===== src/rtl/mem_pkg.sv =====
// rtl/mem_pkg.sv - shared types and byte-lane merge helper for the data memory responder
package mem_pkg;

  localparam int WORD_W = 32;
  localparam int BE_W   = 4;

  typedef enum logic [1:0] {
    IDLE,
    WAIT,
    RESP
  } state_t;

  // Replace only the byte lanes whose enable bit is set
  function automatic logic [WORD_W-1:0] be_merge(
    input logic [WORD_W-1:0] old,
    input logic [WORD_W-1:0] wdata,
    input logic [BE_W-1:0]   be
  );
    logic [WORD_W-1:0] merged;
    merged = old;
    for (int i = 0; i < BE_W; i++) begin
      if (be[i]) merged[8*i +: 8] = wdata[8*i +: 8];
    end
    return merged;
  endfunction

endpackage


===== src/rtl/byte_en_ram.sv =====
// rtl/byte_en_ram.sv - word memory with byte-enabled synchronous write and combinational read
module byte_en_ram
  import mem_pkg::*;
#(
  parameter int DEPTH = 64,
  parameter int AW    = $clog2(DEPTH)
) (
  input  logic              clk,
  input  logic              we,
  input  logic [AW-1:0]     waddr,
  input  logic [WORD_W-1:0] wdata,
  input  logic [BE_W-1:0]   be,
  input  logic [AW-1:0]     raddr,
  output logic [WORD_W-1:0] rdata
);

  logic [WORD_W-1:0] ram_memory [DEPTH];

  // Byte-lane write; contents survive reset on purpose
  always_ff @(posedge clk) begin
    if (we) ram_memory[waddr] <= be_merge(ram_memory[waddr], wdata, be);
  end

  assign rdata = ram_memory[raddr];

endmodule


===== src/rtl/data_mem_responder.sv =====
// rtl/data_mem_responder.sv - handshaked load/store responder with fixed wait-state latency
module data_mem_responder
  import mem_pkg::*;
#(
  parameter int DEPTH   = 64,
  parameter int LATENCY = 2
) (
  input  logic              clk,
  input  logic              rst,
  input  logic              req_valid,
  output logic              req_ready,
  input  logic              req_we,
  input  logic [31:0]       req_addr,
  input  logic [WORD_W-1:0] req_wdata,
  input  logic [BE_W-1:0]   req_be,
  output logic              resp_valid,
  input  logic              resp_ready,
  output logic [WORD_W-1:0] resp_rdata,
  output logic              resp_err
);

  localparam int AW = $clog2(DEPTH);

  state_t            state, state_nxt;
  logic [3:0]        count;
  logic              ready_q;
  logic              cap_we, cap_err;
  logic [AW-1:0]     cap_idx;
  logic              accept;
  logic [29:0]       req_word;
  logic              req_bad;
  logic [AW-1:0]     req_idx;
  logic [AW-1:0]     raddr;
  logic [WORD_W-1:0] rd_data;
  logic              sel_we, sel_err;
  logic              enter_resp;

  assign req_word = req_addr[31:2];
  assign req_bad  = (req_addr[1:0] != 2'b00) || (req_word >= 30'(DEPTH));
  assign req_idx  = req_word[AW-1:0];

  // ready_q is only ever 1 while in IDLE, so this also gates on state
  assign accept     = req_valid && ready_q;
  assign req_ready  = ready_q;
  assign resp_valid = (state == RESP);

  // With LATENCY==1 RESP is entered on the accept edge itself, before capture
  assign raddr      = (state == IDLE) ? req_idx : cap_idx;
  assign sel_we     = (state == IDLE) ? req_we  : cap_we;
  assign sel_err    = (state == IDLE) ? req_bad : cap_err;
  assign enter_resp = (state_nxt == RESP) && (state != RESP);

  byte_en_ram #(.DEPTH(DEPTH), .AW(AW)) u_ram (
    .clk   (clk),
    .we    (accept && req_we && !req_bad),
    .waddr (req_idx),
    .wdata (req_wdata),
    .be    (req_be),
    .raddr (raddr),
    .rdata (rd_data)
  );

  // State register
  always_ff @(posedge clk or negedge rst) begin
    if (!rst) state <= IDLE;
    else      state <= state_nxt;
  end

  // Next-state decode
  always_comb begin
    state_nxt = state;
    case (state)
      IDLE: if (accept) state_nxt = (LATENCY == 1) ? RESP : WAIT;
      WAIT: if (count == 4'd1) state_nxt = RESP;
      RESP: if (resp_ready) state_nxt = IDLE;
      default: state_nxt = IDLE;
    endcase
  end

  // Request capture, wait counter and response registers
  always_ff @(posedge clk or negedge rst) begin
    if (!rst) begin
      ready_q    <= 1'b0;
      count      <= 4'd0;
      cap_we     <= 1'b0;
      cap_err    <= 1'b0;
      cap_idx    <= '0;
      resp_rdata <= '0;
      resp_err   <= 1'b0;
    end else begin
      ready_q <= (state_nxt == IDLE);
      if (accept) begin
        cap_we  <= req_we;
        cap_err <= req_bad;
        cap_idx <= req_idx;
        count   <= 4'(LATENCY - 1);
      end else if (state == WAIT) begin
        count <= count - 4'd1;
      end
      if (enter_resp) begin
        resp_err   <= sel_err;
        resp_rdata <= (sel_err || sel_we) ? '0 : rd_data;
      end
    end
  end

endmodule

===== config.mk =====
export PLATFORM = sky130hd
export DESIGN_NAME = data_mem_responder
export DESIGN_NICKNAME = d
export VERILOG_FILES = /design/src/rtl/mem_pkg.sv /design/src/rtl/byte_en_ram.sv /design/src/rtl/data_mem_responder.sv
export SDC_FILE = /design/constraint.sdc
export NUM_CORES = 2
export LEC_CHECK = 0
export CORE_ASPECT_RATIO = 0.9
export CORE_UTILIZATION = 30
export DETAILED_ROUTE_END_ITERATION = 16
export GPL_TIMING_DRIVEN = 0
export PLACE_DENSITY = 0.48
export SYNTH_ARGS = -nofsm -noshare
export SYNTH_HDL_FRONTEND = slang
export SYNTH_SLANG_ARGS = --single-unit

===== constraint.sdc =====
create_clock -name clk -period 6.85 [get_ports clk]
set_input_delay 1.0275 -clock clk [delete_from_list [all_inputs] [get_ports clk]]
set_output_delay 1.0275 -clock clk [all_outputs]
set_load 0.005 [all_outputs]

==> run summary <==
initial DRC count -> 9,619
Clock Path Buffers -> 3
setup TNS -> 0 ps
sequential group share of total power -> 0.326
vias in the first global route -> 48,300
first-pass GRT wire length -> 462 mm
most frequent cells in the layout -> edfxtp_1, nand2_1, nand3_1
Yosys top cell by area -> edfxtp_1
Die Y-Extent -> 501 µm
total power -> 44.0 mW
Tcrit/Tclk final -> 0.885
clock power share -> 0.287
number of clock sinks -> 2,096
CTS Hold Buffers Added -> 0
die width -> 556 µm
worst path cell trace -> clkbuf_1, nor2_1, o21ai_0, clkbuf_1, clkbuf_1, clkbuf_1, a22oi_1, o2111ai_1
CTS Buf Count -> 222
core area -> 0.274 mm²
DP Area -> 0.0898 mm²
worst-margin pin slew -> 1720 ps
ys async rst share -> 0.0229
Syn Nets -> 5,069
Most Frequent Cell on Critical Path -> clkbuf_1
Resized cells post-CTS -> 0
Reg clk slew, reported paths -> 70 ps
number of port buffers -> 104
library cells used by synthesis -> 65
Setup WS post-layout -> 788 ps
Required @ worst endpoint -> 7670 ps
crit-path max cell delay -> 1060 ps
Pwr per Cell Area -> 452 mW/mm²
cell row count -> 182
Skew-Pair Late Insertion Delay -> 920 ps
Worst slew margin -> -0.154
root buffer cell -> clkbuf_16
H-tree depth -> 4
clk_skew -> 104 ps
crit path kind -> reg -> reg
hold crit path type -> in -> async
Comb pwr share -> 0.387
min Tclk post-route -> 6060 ps
CP max stage cell -> o21ai_0
total global-route track usage -> 0.251
first-pass iteration count of the detailed router -> 8
die area -> 0.278 mm²
Arrival @ worst endpoint -> 6880 ps
fmax -> 165 MHz
RR Startpoint -> state[1]
initial antenna violation count -> 37
sequential fraction of the synthesis area -> 0.756
Fin. Hold Viols -> 0
Critical Path Start Type -> flip-flop
switching share of total power -> 0.408
launch point of the worst path -> state[1]
status -> complete, but fails checks
layout cells sized above 1 -> 0.155
Leakage Power -> 30.1 nW
commonest non-fill, non-tap cell in the layout -> edfxtp_1
Overflow after GRT -> 0
#FFs+latches synth -> 2,096
Switch Pwr -> 18.0 mW
io pins -> 108
CP Max Fanout -> 10
Max VDD drop -> 0.292 mV
GP Congestion -> 1.00
ANT nets after route -> 0
final net count -> 5,469
largest net degree at the start of global routing -> 65
sum of net half-perimeters after detailed placement -> 259 mm
Main synth FF type -> edfxtp_1
Synth Cell Area -> 0.0829 mm²
Syn Area/Cell -> 16.6 µm²
vias -> 53,800
Post-CTS Repair Setup Buffers -> 0
Post-synth EDFFs -> 2,048
Final setup viols -> 0
Via-to-Cell Ratio -> 5.80
CP endpoint kind -> flip-flop
CTS tree -> built
Initial Util -> 0.303
Mapped Cells -> 4,994
Hold Slack -> 77.1 ps
Slew Viols, Final -> 69
WL/cell -> 38.5 µm
Layout area overhead -> 17.5%
internal power -> 26.1 mW
Syn. warnings -> 0
total detailed-routing wirelength -> 357 mm
failing checks -> max-capacitance violations, max-slew violations
Post-Place Worst Slack -> 395 ps
MaxCap Viol Count -> 10
unrepaired setup endpoints after global routing -> no
Synth top area share -> 0.742
synth top area cells -> edfxtp_1, mux4_2, nand3_1, nand2_1, dfrtp_1
drt drc -> 0
final instance area -> 0.0974 mm²
==> flip-flops by register name, summed over array words and instances (netlist names) <==
| register | flops |
|---|---|
| u_ram.ram_memory | 2048 |
| resp_rdata | 32 |
| cap_idx | 6 |
| count | 4 |
| state | 2 |
| cap_err | 1 |
| cap_we | 1 |
| req_ready | 1 |
| resp_err | 1 |
==> stage by stage <==
stage | cells | util
2_1_floorplan | 4994 | -
3_3_place_gp | 8778 | 0.323
3_5_place_dp | 8848 | 0.328
4_1_cts | 9259 | 0.355
5_1_grt | 9265 | 0.355
6_report | 9274 | 0.355
==> synth_stat cells, drive strengths merged, types with 4 or more instances <==
cell type and number:
a211oi 59, and3 94, inv 5, nor4 7, buf 134, nand4 99
nand2 535, a32o 11, clkbuf 215, a311o 9, o32ai 5, a21oi 35
nor3b 5, o21a 24, edfxtp 2048, mux4 288, mux2 4, mux2i 39
a221o 15, a22oi 41, o211ai 12, nor3 10, o2111ai 21, a31oi 45
o21ai 207, nand2b 6, o41ai 7, a31o 7, nor2 293, nand3 486
a22o 20, nor2b 15, dfrtp 48, a222oi 8, or4 5, nand3b 5
a41oi 24, a311oi 75
==> per-layer routing <==
metal | wire length, µm | GRT usage | up-vias
li1 | - | - | 20800
met1 | 148000 | 0.361 | 28600
met2 | 152000 | 0.360 | 3896
met3 | 44000 | 0.0727 | 526
met4 | 13100 | 0.0818 | 9
met5 | 418 | 0.00624 | -
==> cell families after synthesis <==
family / count (synthesis) / share of synthesized area
DFF: 2096 / 0.756
and+or+nand+nor: 1569 / 0.0866
AOI/OAI and AO/OA: 640 / 0.0539
buffers and inverters: 354 / 0.0189
muxes: 331 / 0.0836
xor gates and xnor gates: 2 / 0.000211
adders and majority gates: 2 / 0.000302
==> worst max-delay path, delay by kind of cell (launching register included) <==
kind,cells,cell delay (ps)
buffers and inverters,4,3000
AND/OR/NAND/NOR,1,320
AO/OA/AOI/OAI,3,2050
flip-flops,1,550
==> area by class of cell <==
class	count	area [µm²]
Buffer	349	1560
Clock inverter	135	1750
Sequential cell	2096	62700
Fill cell	25900	177000
Antenna cell	13	32.5
Inverter	5	18.8
Multi-Input combinational cell	2544	18800
Tap cell	3680	4600
Clock buffer	276	5810
Timing Repair Buffer	176	2130
==> worst paths after layout <==
kind	to	slack, ps	cells past startpoint
setup / recovery	resp_rdata[26]	790	8
hold / removal	req_ready	80	1
setup reg to reg	resp_rdata[26]	790	8
hold reg to reg	resp_err	500	2
max in group asynchronous	cap_idx[0]	6090	2
min in group clk	u_ram.ram_memory[20][23]	450	1
==> power groups by stage <==
stage / Sequential (mW) / Clock, mW / Combinational, mW
finish: 14.3 / 12.6 / 17.0
global route: 14.3 / 13.1 / 17.1
CTS: 14.3 / 12.7 / 16.3
detailed placement: 14.6 / 0 / 16.3
global placement: 14.7 / 0 / 16.1
floorplan: 14.5 / 0 / 7.98
Note: power is estimated with default switching activity, not from simulation.
